`config.mk`:
```
export PLATFORM = sky130hd
export DESIGN_NAME = alu_share_arbiter
export DESIGN_NICKNAME = d
export VERILOG_FILES = /design/src/rtl/alu_pkg.sv /design/src/rtl/alu_share_arbiter_alu.sv /design/src/rtl/alu_share_arbiter.sv
export SDC_FILE = /design/constraint.sdc
export NUM_CORES = 1
export LEC_CHECK = 0
export BUFFER_PORTS_ARGS = -buffer_cell sky130_fd_sc_hd__buf_2
export CAP_MARGIN = 20
export CORE_MARGIN = 1
export CORE_UTILIZATION = 52
export DETAILED_ROUTE_END_ITERATION = 12
export GPL_ROUTABILITY_DRIVEN = 0
export PLACE_DENSITY_LB_ADDON = 0.05
export SETUP_SLACK_MARGIN = 0.2
export SYNTH_ARGS = -nofsm -noshare
export SYNTH_HDL_FRONTEND = slang
export SYNTH_SLANG_ARGS = --single-unit
export TNS_END_PERCENT = 10
```
`constraint.sdc`:
```
create_clock -name clk -period 4 [get_ports clk]
set_input_delay 0.4 -clock clk [delete_from_list [all_inputs] [get_ports clk]]
set_output_delay 0.4 -clock clk [all_outputs]
set_load 0.005 [all_outputs]
```
`src/rtl/alu_pkg.sv`:
```
// ALU control codes, flag bit positions and ctrl legality helper
// shared by the ALU share arbiter and its ALU datapath.
package alu_pkg;

    localparam logic [2:0] ALU_ADD = 3'b000;
    localparam logic [2:0] ALU_SUB = 3'b001;
    localparam logic [2:0] ALU_AND = 3'b010;
    localparam logic [2:0] ALU_OR  = 3'b011;
    localparam logic [2:0] ALU_SLT = 3'b101;

    localparam int FLG_V = 3;
    localparam int FLG_C = 2;
    localparam int FLG_Z = 1;
    localparam int FLG_N = 0;

    function automatic logic is_legal_ctrl(input logic [2:0] ctrl);
        return (ctrl == ALU_ADD) || (ctrl == ALU_SUB) ||
               (ctrl == ALU_AND) || (ctrl == ALU_OR)  ||
               (ctrl == ALU_SLT);
    endfunction

endpackage

```
`src/rtl/alu_share_arbiter_alu.sv`:
```
// Combinational 32-bit ALU: add, sub, and, or, slt.
// Ports: A, B operands; ALUControl code; Result; V, C, Z, N flags.
module alu_share_arbiter_alu
    import alu_pkg::*;
(
    input  logic [31:0] A,
    input  logic [31:0] B,
    input  logic [2:0]  ALUControl,
    output logic [31:0] Result,
    output logic        V,
    output logic        C,
    output logic        Z,
    output logic        N
);

    logic [31:0] w_sum;
    logic [31:0] w_diff;

    assign w_sum  = A + B;
    assign w_diff = A - B;

    always_comb begin
        Result = '0;
        V      = 1'b0;
        case (ALUControl)
            ALU_ADD: begin
                Result = w_sum;
                V      = (A[31] == B[31]) && (w_sum[31] != A[31]);
            end
            ALU_SUB: begin
                Result = w_diff;
                V      = (A[31] != B[31]) && (w_diff[31] != A[31]);
            end
            ALU_AND: Result = A & B;
            ALU_OR:  Result = A | B;
            ALU_SLT: Result = {31'b0, $signed(A) < $signed(B)};
            // Unsupported codes yield zero so Z reads 1.
            default: Result = '0;
        endcase
    end

    // This ALU never reports a carry.
    assign C = 1'b0;
    assign Z = (Result == '0);
    assign N = Result[31];

endmodule

```
`src/rtl/alu_share_arbiter.sv`:
```
// Round-robin arbiter sharing one ALU between two requesters, with a
// one-entry response register. Ports: clk, rst (async active-low),
// req0_*/req1_* valid/ready request ports, rsp_* valid/ready response.
module alu_share_arbiter
    import alu_pkg::*;
#(
    parameter int DATA_W  = 32,
    parameter bit RR_INIT = 1'b0
) (
    input  logic              clk,
    input  logic              rst,
    input  logic              req0_valid,
    output logic              req0_ready,
    input  logic [DATA_W-1:0] req0_a,
    input  logic [DATA_W-1:0] req0_b,
    input  logic [2:0]        req0_ctrl,
    input  logic              req1_valid,
    output logic              req1_ready,
    input  logic [DATA_W-1:0] req1_a,
    input  logic [DATA_W-1:0] req1_b,
    input  logic [2:0]        req1_ctrl,
    output logic              rsp_valid,
    input  logic              rsp_ready,
    output logic              rsp_id,
    output logic [DATA_W-1:0] rsp_result,
    output logic [3:0]        rsp_flags,
    output logic              rsp_illegal
);

    logic              r_last_grant;
    logic              r_valid;
    logic              r_id;
    logic [DATA_W-1:0] r_result;
    logic [3:0]        r_flags;
    logic              r_illegal;

    logic              w_free;
    logic              w_grant;
    logic              w_accept;
    logic [DATA_W-1:0] w_a;
    logic [DATA_W-1:0] w_b;
    logic [2:0]        w_ctrl;
    logic [DATA_W-1:0] w_result;
    logic [3:0]        w_flags;
    logic              w_v;
    logic              w_c;
    logic              w_z;
    logic              w_n;

    assign w_free = !r_valid || rsp_ready;

    // Lone requester wins; on a tie the port not granted last wins.
    // Idle defaults to port 0 so the operand mux rests on port 0.
    always_comb begin
        w_grant = 1'b0;
        if (req0_valid && req1_valid)
            w_grant = !r_last_grant;
        else if (req1_valid)
            w_grant = 1'b1;
    end

    assign req0_ready = w_free && (w_grant == 1'b0);
    assign req1_ready = w_free && (w_grant == 1'b1);

    assign w_accept = (req0_valid && req0_ready) ||
                      (req1_valid && req1_ready);

    assign w_a    = w_grant ? req1_a    : req0_a;
    assign w_b    = w_grant ? req1_b    : req0_b;
    assign w_ctrl = w_grant ? req1_ctrl : req0_ctrl;

    alu_share_arbiter_alu u_alu (
        .A          (w_a),
        .B          (w_b),
        .ALUControl (w_ctrl),
        .Result     (w_result),
        .V          (w_v),
        .C          (w_c),
        .Z          (w_z),
        .N          (w_n)
    );

    always_comb begin
        w_flags        = '0;
        w_flags[FLG_V] = w_v;
        w_flags[FLG_C] = w_c;
        w_flags[FLG_Z] = w_z;
        w_flags[FLG_N] = w_n;
    end

    always_ff @(posedge clk or negedge rst) begin
        if (!rst) begin
            r_last_grant <= !RR_INIT;
            r_valid      <= 1'b0;
            r_id         <= 1'b0;
            r_result     <= '0;
            r_flags      <= '0;
            r_illegal    <= 1'b0;
        end else if (w_accept) begin
            r_last_grant <= w_grant;
            r_valid      <= 1'b1;
            r_id         <= w_grant;
            r_result     <= w_result;
            r_flags      <= w_flags;
            r_illegal    <= !is_legal_ctrl(w_ctrl);
        end else if (rsp_ready) begin
            // Drain only; data outputs keep their last values.
            r_valid <= 1'b0;
        end
    end

    assign rsp_valid   = r_valid;
    assign rsp_id      = r_id;
    assign rsp_result  = r_result;
    assign rsp_flags   = r_flags;
    assign rsp_illegal = r_illegal;

endmodule

```
# Word-level counts from Yosys, hierarchy flattened
# Index checks and enable logic that the tools add are counted.
# Widths: inputs -> output; s select.
# totals
ff_bits,39
input_bits,139
out_inout_bits,41
# classes
addsub,2
order_cmp,1
eq_ne,8
mux,9
n_bitwise,3
reduce_logical,19
# op_table
cell,count
$pmux 32 s5,1
$mux 32,2
$add 32x32->32,1
$and 32x32->32,1
$logic_not 32->1,1
$lt 32x32->1,1
$or 32x32->32,1
$sub 32x32->32,1
$logic_and 1x1->1,7
$eq 3x2->1 const B,2
$logic_or 1x1->1,6
$mux 1,4
$eq 3x1->1 const B,1
$eq 3x3->1 const B,1
$logic_not 1->1,3
$logic_not 3->1,1
$mux 3,1
$ne 1x1->1,3
$pmux 1 s2,1
$reduce_bool 2->1,1
$eq 1x1->1,1
$not 1->1,1

# Longest topological paths before layout
# Gate-level depths: netlist of run 1.
# logic_depth
word_depth,9
mapped_depth,21
ltp_nobuf,18

# Hierarchy
# From an unflattened synthesis of run 1, not the netlist that was laid out.
# hier_totals
hier_cells,1020
hier_area_um2,7935.1
# by_module_without_submodules
module,n_inst,cells_per_inst,area_each_um2,seq_area_each_um2
alu_share_arbiter_alu,1,849,5564.1,0.0
alu_share_arbiter,1,171,2371.0,1002.2

# Worst setup path after synthesis of run 1
# No wires, ideal clock.
# synth_timing
path_kind,reg2reg
start,register r_last_grant
end,"register r_flags[1], in the netlist rsp_flags[1]"
setup_ns,0.124
arrival_ns,4.170
required_ns,3.876
setup_slack_ns,-0.294
path_stages_with_launch,21
path_buffers,3
synth_period_minus_slack_ns,4.294
path_cell_list,dfstp_2 -> a21bo_1 -> buf_6 -> clkbuf_1 -> clkbuf_1 -> nand2_1 -> nand2_1 -> ha_1 -> inv_1 -> fa_1 -> nor2b_1 -> o2111ai_1 -> and3_1 -> o21ai_0 -> a41oi_1 -> o21ai_1 -> nand3_1 -> a2111oi_0 -> nor4_1 -> nand4_1 -> o41ai_2
# synth_via
elab_chain_cells,6
elab_cells_between_ends,23
classes_between,add/sub: 2; order compare: 1; eq/ne: 4; mux: 5; bitwise: 3; reduce/logical: 8
# synth_rtl
item,line,rtl
from (decl),alu_share_arbiter.sv:30,logic r_last_grant;
from (signal assigned),alu_share_arbiter.sv:93,r_last_grant <= !RR_INIT;
from (signal assigned),alu_share_arbiter.sv:100,r_last_grant <= w_grant;
$logic_not 1->1 (*),alu_share_arbiter.sv:57,w_grant = !r_last_grant;
$mux 1 (*),alu_share_arbiter.sv:56,if (req0_valid && req1_valid)
"$mux 32, or another cell as far along",alu_share_arbiter.sv:68,assign w_a = w_grant ? req1_a : req0_a;
"$sub 32x32->32, or another cell as far along",alu_share_arbiter_alu.sv:20,assign w_diff = A - B;
$pmux 32 s5 or $logic_and 1x1->1 (tied branches),"alu_share_arbiter_alu.sv:25, alu_share_arbiter.sv:65",
$logic_not 32->1 or $logic_or 1x1->1 (tied branches),"alu_share_arbiter_alu.sv:44, alu_share_arbiter.sv:65",
to (signal assigned),alu_share_arbiter.sv:104,r_flags <= w_flags;
to (decl),alu_share_arbiter.sv:34,logic [3:0] r_flags;
# Mark *: on every way between the ends. The rest lies on a longest branch, timed or not.
# A chain may end at the register's enable or synchronous reset.

# Final worst setup path of run 1
# Ends and elaborated chain as after synthesis.

==> impl_metrics.tcl, run 1 <==
set metrics [dict create \
    status "finished with violations" \
    violations "negative setup slack" \
    ys_seq_area_frac 0.116 \
    final_core_util 0.824 \
    grt_pass1_wl_um 50700 \
    synthSimpleGateAreaFrac 0.303 \
    cts_buffer_depth 2 \
    whs_ns 0.241 \
    cts_sinks 38 \
    hpwl_um 24800 \
    grt.met1_usage 0.487 \
    fillCellCount 1089 \
    synth_xor_area_frac 0.0107 \
    synthFlopType "dfrtp_1" \
    die_w_um 127 \
    min_period_ns 4.19 \
    synth_nets 1489 \
    muxShareOfSynthArea 0.0290 \
    async_flop_share 1.00 \
    fin_tns_setup_ns -0.492 \
    synth_edf_count 0 \
    skew_ns 0.0111 \
    dr.first_iter.drc_count 1498 \
    hold_buffers 0 \
    antenna_cells 0 \
    synth_area_leaders "ha_1 17%, nand2_1 14%, dfrtp_1 11%" \
    pin_count 180 \
    gr-usage-all-layers 0.388 \
    synth.most_common_cell "nand2_1" \
    routedWlPerCell_um 17.4 \
    hp-class "in2async" \
    yosysWarnings 0 \
    synth_top_family_by_area "simple AND/OR/NAND/NOR gates" \
    busiest_layer "met2" \
    yosys_register_bits 38 \
    required_ns 4.20 \
    slew_viol_final 0 \
    slew_headroom 0.386 \
    coreArea_sq_mm 0.0153 \
    setup_slack_ns -0.189 \
    clock_latency_ns 0.29 \
    grt_pass1_vias 10500 \
    drive_above_1_share 0.396 \
    pwr_density_cell_mw_per_mm2 342 \
    htreeDepth 2 \
    power_mw 4.29 \
    crit_arrival_ns 4.39 \
    clock.fmax_ghz 0.239 \
    firstDrtPassIters 7 \
    antenna_found_initial 1 \
    grt_setup_unrepaired "true" \
    synthAdderAreaFrac 0.171 \
    die_h_um 127 \
    synth.largest_area_cell "ha_1" \
    wirelength_um 33200 \
    area_delta_synth_final_pct 53.5 \
    path_clk_slew_ns 0.07 \
    clockRootBuffer "clkbuf_16" \
    ir_drop_mv 0.240 \
    syn_area_per_cell_sq_um 6.61 \
    max_cap_violations 0 \
    met3_usage 0.0787 \
    path_max_fanout 8 \
    grtUsageMet2 0.640 \
    drtAntennaViolNets 0 \
    critPathKind "reg2reg" \
    preCtsSetupSlack_ns -0.432 \
    yosysUniqueCellTypes 96 \
    initial_utilization 0.537 \
    rows 45 \
    grt_max_degree 40 \
    viasPerCell 6.02 \
    yosys.area.top_type_share 0.167 \
    cts_buffers 5 \
    io_buffer_count 178 \
    dieArea_sq_mm 0.0162 \
    synthTopCellsByCount "315 x nand2_1, 109 x ha_1, 96 x nor2_1" \
    hold_viol 0 \
    start_kind "register" \
    p_leak_nw 6.49 \
    vias 11500 \
    synth_cells 1239 \
    synth_area_sq_mm 0.00819 \
    drc 0 \
    period_share 1.05 \
    finalSetupViolCount 5 \
    nets 1945 \
    max_slew.worst_pin.slew_ns 0.920 \
    synth_compound_area_frac 0.291 \
    critPathCaptureType "register" \
    cts_tree "done" \
    grt_overflow 0 \
]
==> stage by stage <==
step,instance area (sq um),cells
2_1_floorplan,8380,1239
3_3_place_gp,11700,1886
3_5_place_dp,11700,1886
4_1_cts,12200,1901
5_1_grt,12600,1907
6_report,12600,1907
==> cells by family after synthesis <==
family	count (synthesis)
other cells	1
fa+ha+maj	111
buf+inv	158
compound gates	339
simple gates	560
flops	38
mux	22
xor+xnor	10
==> path summary, 6_finish.rpt <==
check | slack [ns] | cells past startpoint | to | from
hold / removal | 0.24 | 1 | rsp_result[5] | rst
min in group clk | 0.40 | 3 | rsp_valid | req1_valid
setup reg to reg | -0.19 | 17 | rsp_flags[1] | r_last_grant
hold reg to reg | 0.47 | 2 | rsp_result[29] | rsp_result[29]
max in group asynchronous | 3.17 | 1 | rsp_result[30] | rst
setup / recovery | -0.19 | 17 | rsp_flags[1] | r_last_grant
==> routing by layer <==
metal | wire [um] | vias to the layer above
met1 | 13200 | 5170
met5 | 0 | -
li1 | - | 5261
met4 | 1730 | 0
met2 | 14400 | 842
met3 | 3820 | 208
==> state kept, by name (all words and copies together), names as in the netlist <==
| register | count |
|---|---|
| rsp_result | 31 |
| rsp_flags | 3 |
| r_last_grant | 1 |
| rsp_id | 1 |
| rsp_illegal | 1 |
| rsp_valid | 1 |
==> power breakdown <==
part	switching (mW)	leakage, nW	internal (mW)
Sequential	0.0517	0.473	0.477
Clock	0.175	0.0971	0.375
Combinational	1.69	5.92	1.52
==> cell type report <==
| class | count | area [sq um] | area share |
|---|---|---|---|
| clock buffer | 6 | 139 | 0.0111 |
| timing repair buffer | 517 | 3580 | 0.285 |
| tap | 211 | 264 | 0.0210 |
| clock inverter | 2 | 60.1 | 0.00478 |
| sequential | 38 | 952 | 0.0758 |
| multi-input combinational | 1043 | 7230 | 0.575 |
| inverter | 90 | 342 | 0.0272 |
==> cell usage in the layout (no fill, tap or decap), types with 8 or more instances in the layout <==
| cell | Yosys | final |
|---|---|---|
| a211oi_1 | 18 | 11 |
| a21o_1 | 18 | 18 |
| a21oi_1 | 89 | 79 |
| a21oi_2 | 1 | 10 |
| a31oi_1 | 15 | 15 |
| buf_2 | 21 | 178 |
| buf_4 | 3 | 327 |
| dfrtp_1 | 37 | 37 |
| ha_1 | 109 | 92 |
| ha_4 | 0 | 11 |
| inv_1 | 90 | 84 |
| mux2_2 | 9 | 9 |
| mux2i_1 | 11 | 9 |
| nand2_1 | 315 | 302 |
| nand2_2 | 0 | 12 |
| nand2b_1 | 12 | 11 |
| nand3_1 | 18 | 18 |
| nor2_1 | 96 | 91 |
| nor2b_1 | 16 | 14 |
| nor3_1 | 27 | 23 |
| nor4_1 | 14 | 9 |
| o211ai_1 | 22 | 22 |
| o21a_1 | 9 | 8 |
| o21ai_0 | 48 | 38 |
| o21ai_1 | 2 | 8 |
| o21bai_1 | 10 | 9 |
| o31ai_1 | 13 | 10 |
| or2_2 | 8 | 8 |
==> repair_timing <==
item                                    in CTS  in global routing
cloned                                       2                  0
pin swaps                                   24                 23
buffers inserted                             5                  6
gates resized for setup                     54                 62
endpoints found under the setup margin      16                 21
==> worst max-delay path, stage by stage, from the launching register on <==
cell	delay (ns)
dfstp_2	0.58
a21bo_4	0.26
bufbuf_16	0.30
nand2_1	0.05
nand2_1	0.12
buf_4	0.14
inv_1	0.06
ha_1	0.26
a21oi_1	0.23
o31ai_1	0.10
buf_4	0.16
a311o_1	0.37
a21o_1	0.23
a21o_1	0.25
a21oi_2	0.15
o2111ai_1	0.16
o31a_2	0.35
o41ai_2	0.32
Power figures use the tool's default switching activity.
==> run 2: changes to the inputs <==
==> constraint.sdc (replaced) <==
create_clock -name clk -period 4 [get_ports clk]
set_input_delay 0.6 -clock clk [delete_from_list [all_inputs] [get_ports clk]]
set_output_delay 0.6 -clock clk [all_outputs]
set_load 0.005 [all_outputs]
==> impl_metrics.tcl, run 2 (synthesis results as in run 1) <==
set metrics [dict create \
    status "finished with violations" \
    violations "negative setup slack" \
    cts_buffer_depth 2 \
    clock_latency_ns 0.29 \
    clock.fmax_ghz 0.233 \
    grt_pass1_wl_um 49100 \
    path_common_cell "buf_4" \
    hp-class "in2async" \
    clockRootBuffer "clkbuf_16" \
    slew_viol_final 0 \
    routedWlPerCell_um 16.6 \
    dr.first_iter.drc_count 1352 \
    antenna_cells 0 \
    rows 45 \
    fillCellCount 1201 \
    cts_tree "done" \
    max_slew.worst_pin.slew_ns 0.879 \
    final_core_util 0.786 \
    firstDrtPassIters 7 \
    path_clk_slew_ns 0.06 \
    coreArea_sq_mm 0.0153 \
    path_max_fanout 3 \
    vias 11000 \
    initial_utilization 0.537 \
    cts_sinks 38 \
    grt_max_degree 39 \
    cpMaxStageDelayCell "fa_2" \
    ir_drop_mv 0.253 \
    grt_setup_unrepaired "true" \
    htreeDepth 2 \
    critPathCaptureType "register" \
    post_dp_cell_area_sq_mm 0.0114 \
    layout_commonest_cell "nand2_1" \
    die_w_um 127 \
    mostFrequentLayoutCells "311 x nand2_1, 290 x buf_4, 178 x buf_2, 101 x ha_1, 94 x nor2_1" \
    largest_register_ffs 31 \
    cp_cell_sequence "buf_2, a21bo_4, buf_4, nand2_1, nand2_1, buf_4, inv_1, ha_1, inv_1, fa_2, nand2b_4, a211oi_4, buf_4, o2111ai_2, o221a_4, buf_4, nand2_1, o2bb2ai_1, mux2i_1, o211ai_1, nor4_2, nand4_1, o41ai_2" \
    pwr_density_cell_mw_per_mm2 337 \
    period_share 1.07 \
    design_area_sq_mm 0.0120 \
    die_h_um 127 \
    skew_ns 0.00591 \
    slowest_delay_ns 0.43 \
    hpwl_um 24500 \
    max_cap_violations 0 \
    grt_overflow 0 \
    finalSetupViolCount 6 \
    slew_headroom 0.413 \
    nets 1904 \
    antenna_found_initial 0 \
    area_delta_synth_final_pct 46.5 \
    required_ns 4.19 \
    drtAntennaViolNets 0 \
    pin_count 180 \
    drive_above_1_share 0.362 \
    wirelength_um 31100 \
    gr-usage-all-layers 0.373 \
    drc 0 \
    dieArea_sq_mm 0.0162 \
    crit_arrival_ns 4.48 \
    grt_pass1_vias 10100 \
    critPathKind "in2reg" \
    hold_viol 0 \
    viasPerCell 5.88 \
    io_buffer_count 178 \
    min_period_ns 4.29 \
    setup_slack_ns -0.294 \
    p_leak_nw 6.25 \
    power_mw 4.04 \
    cts_buffers 5 \
    start_kind "input port" \
]
[run 2: cell types whose count changed in the layout (fill, tap and decap cells not counted), moves of 4 or more]
cell and delta:
buf_4 -37, ha_4 -7, nand2_2 -8, inv_1 +4, ha_1 +9, nand2_1 +9
[run 2: cell type report]
cell class              count  area (sq um)  share of cell area
clock buffers               5           125              0.0104
clock inverters             3          68.8             0.00574
inverters                  90           338              0.0282
multi-input cells        1043          7020               0.586
flip-flops and latches     38           952              0.0794
well taps                 211           264              0.0220
repair buffers            476          3220               0.269
[run 2: through the flow]
step	TNS [ns]	hold WS [ns]	worst slack, ns	cells
after global routing	-1.83	0.503	-0.462	1866
final	-0.794	0.428	-0.294	1866
after floorplan	0	0.304	0.000216	1239
after detailed placement	-3.81	0.457	-0.615	1851
after CTS	-0.265	0.454	-0.170	1860
after global placement	-2.93	0.445	-0.574	1851
[run 2: final timing paths]
kind                            slack, ns              to    startpoint  cells past startpoint
worst max-delay path                -0.29    rsp_flags[1]    req0_valid                     23
worst min-delay path                 0.43   rsp_result[3]           rst                      1
worst max register to register      -0.28    rsp_flags[1]  r_last_grant                     22
worst min register to register       0.47          rsp_id        rsp_id                      1
max in group asynchronous            3.03  rsp_result[30]           rst                      1
min in group clk                     0.47          rsp_id        rsp_id                      1
[run 2: worst max-delay path: cells and delay by family]
kind / cells / cell delay [ns]
buffers and inverters: 7 / 0.85
adder cells (fa/ha/maj): 2 / 0.60
multiplexers: 1 / 0.17
AND/OR/NAND/NOR: 6 / 0.89
AO/OA/AOI/OAI: 7 / 1.38
[run 2: metal layers]
| metal | part of all wire | track usage | wire, um | vias up |
|---|---|---|---|---|
| met5 | 0 | 0 | 0 | - |
| met4 | 0.047 | 0.153 | 1450 | 0 |
| met3 | 0.11 | 0.0666 | 3280 | 155 |
| met2 | 0.43 | 0.602 | 13400 | 734 |
| met1 | 0.42 | 0.489 | 12900 | 4933 |
| li1 | - | - | - | 5159 |
[run 2: power by group]
part           switching (mW)  leakage [nW]  internal [mW]
Combinational            1.60          5.68           1.39
Clock                   0.162        0.0940          0.358
Sequential             0.0579         0.473          0.478
[run 2: what timing repair did]
item	CTS	global route
hold buffers	0	0
gates resized for setup	48	24
endpoints found under the setup margin	12	18
cloned	0	0
pin swaps	16	9
setup buffers	1	6
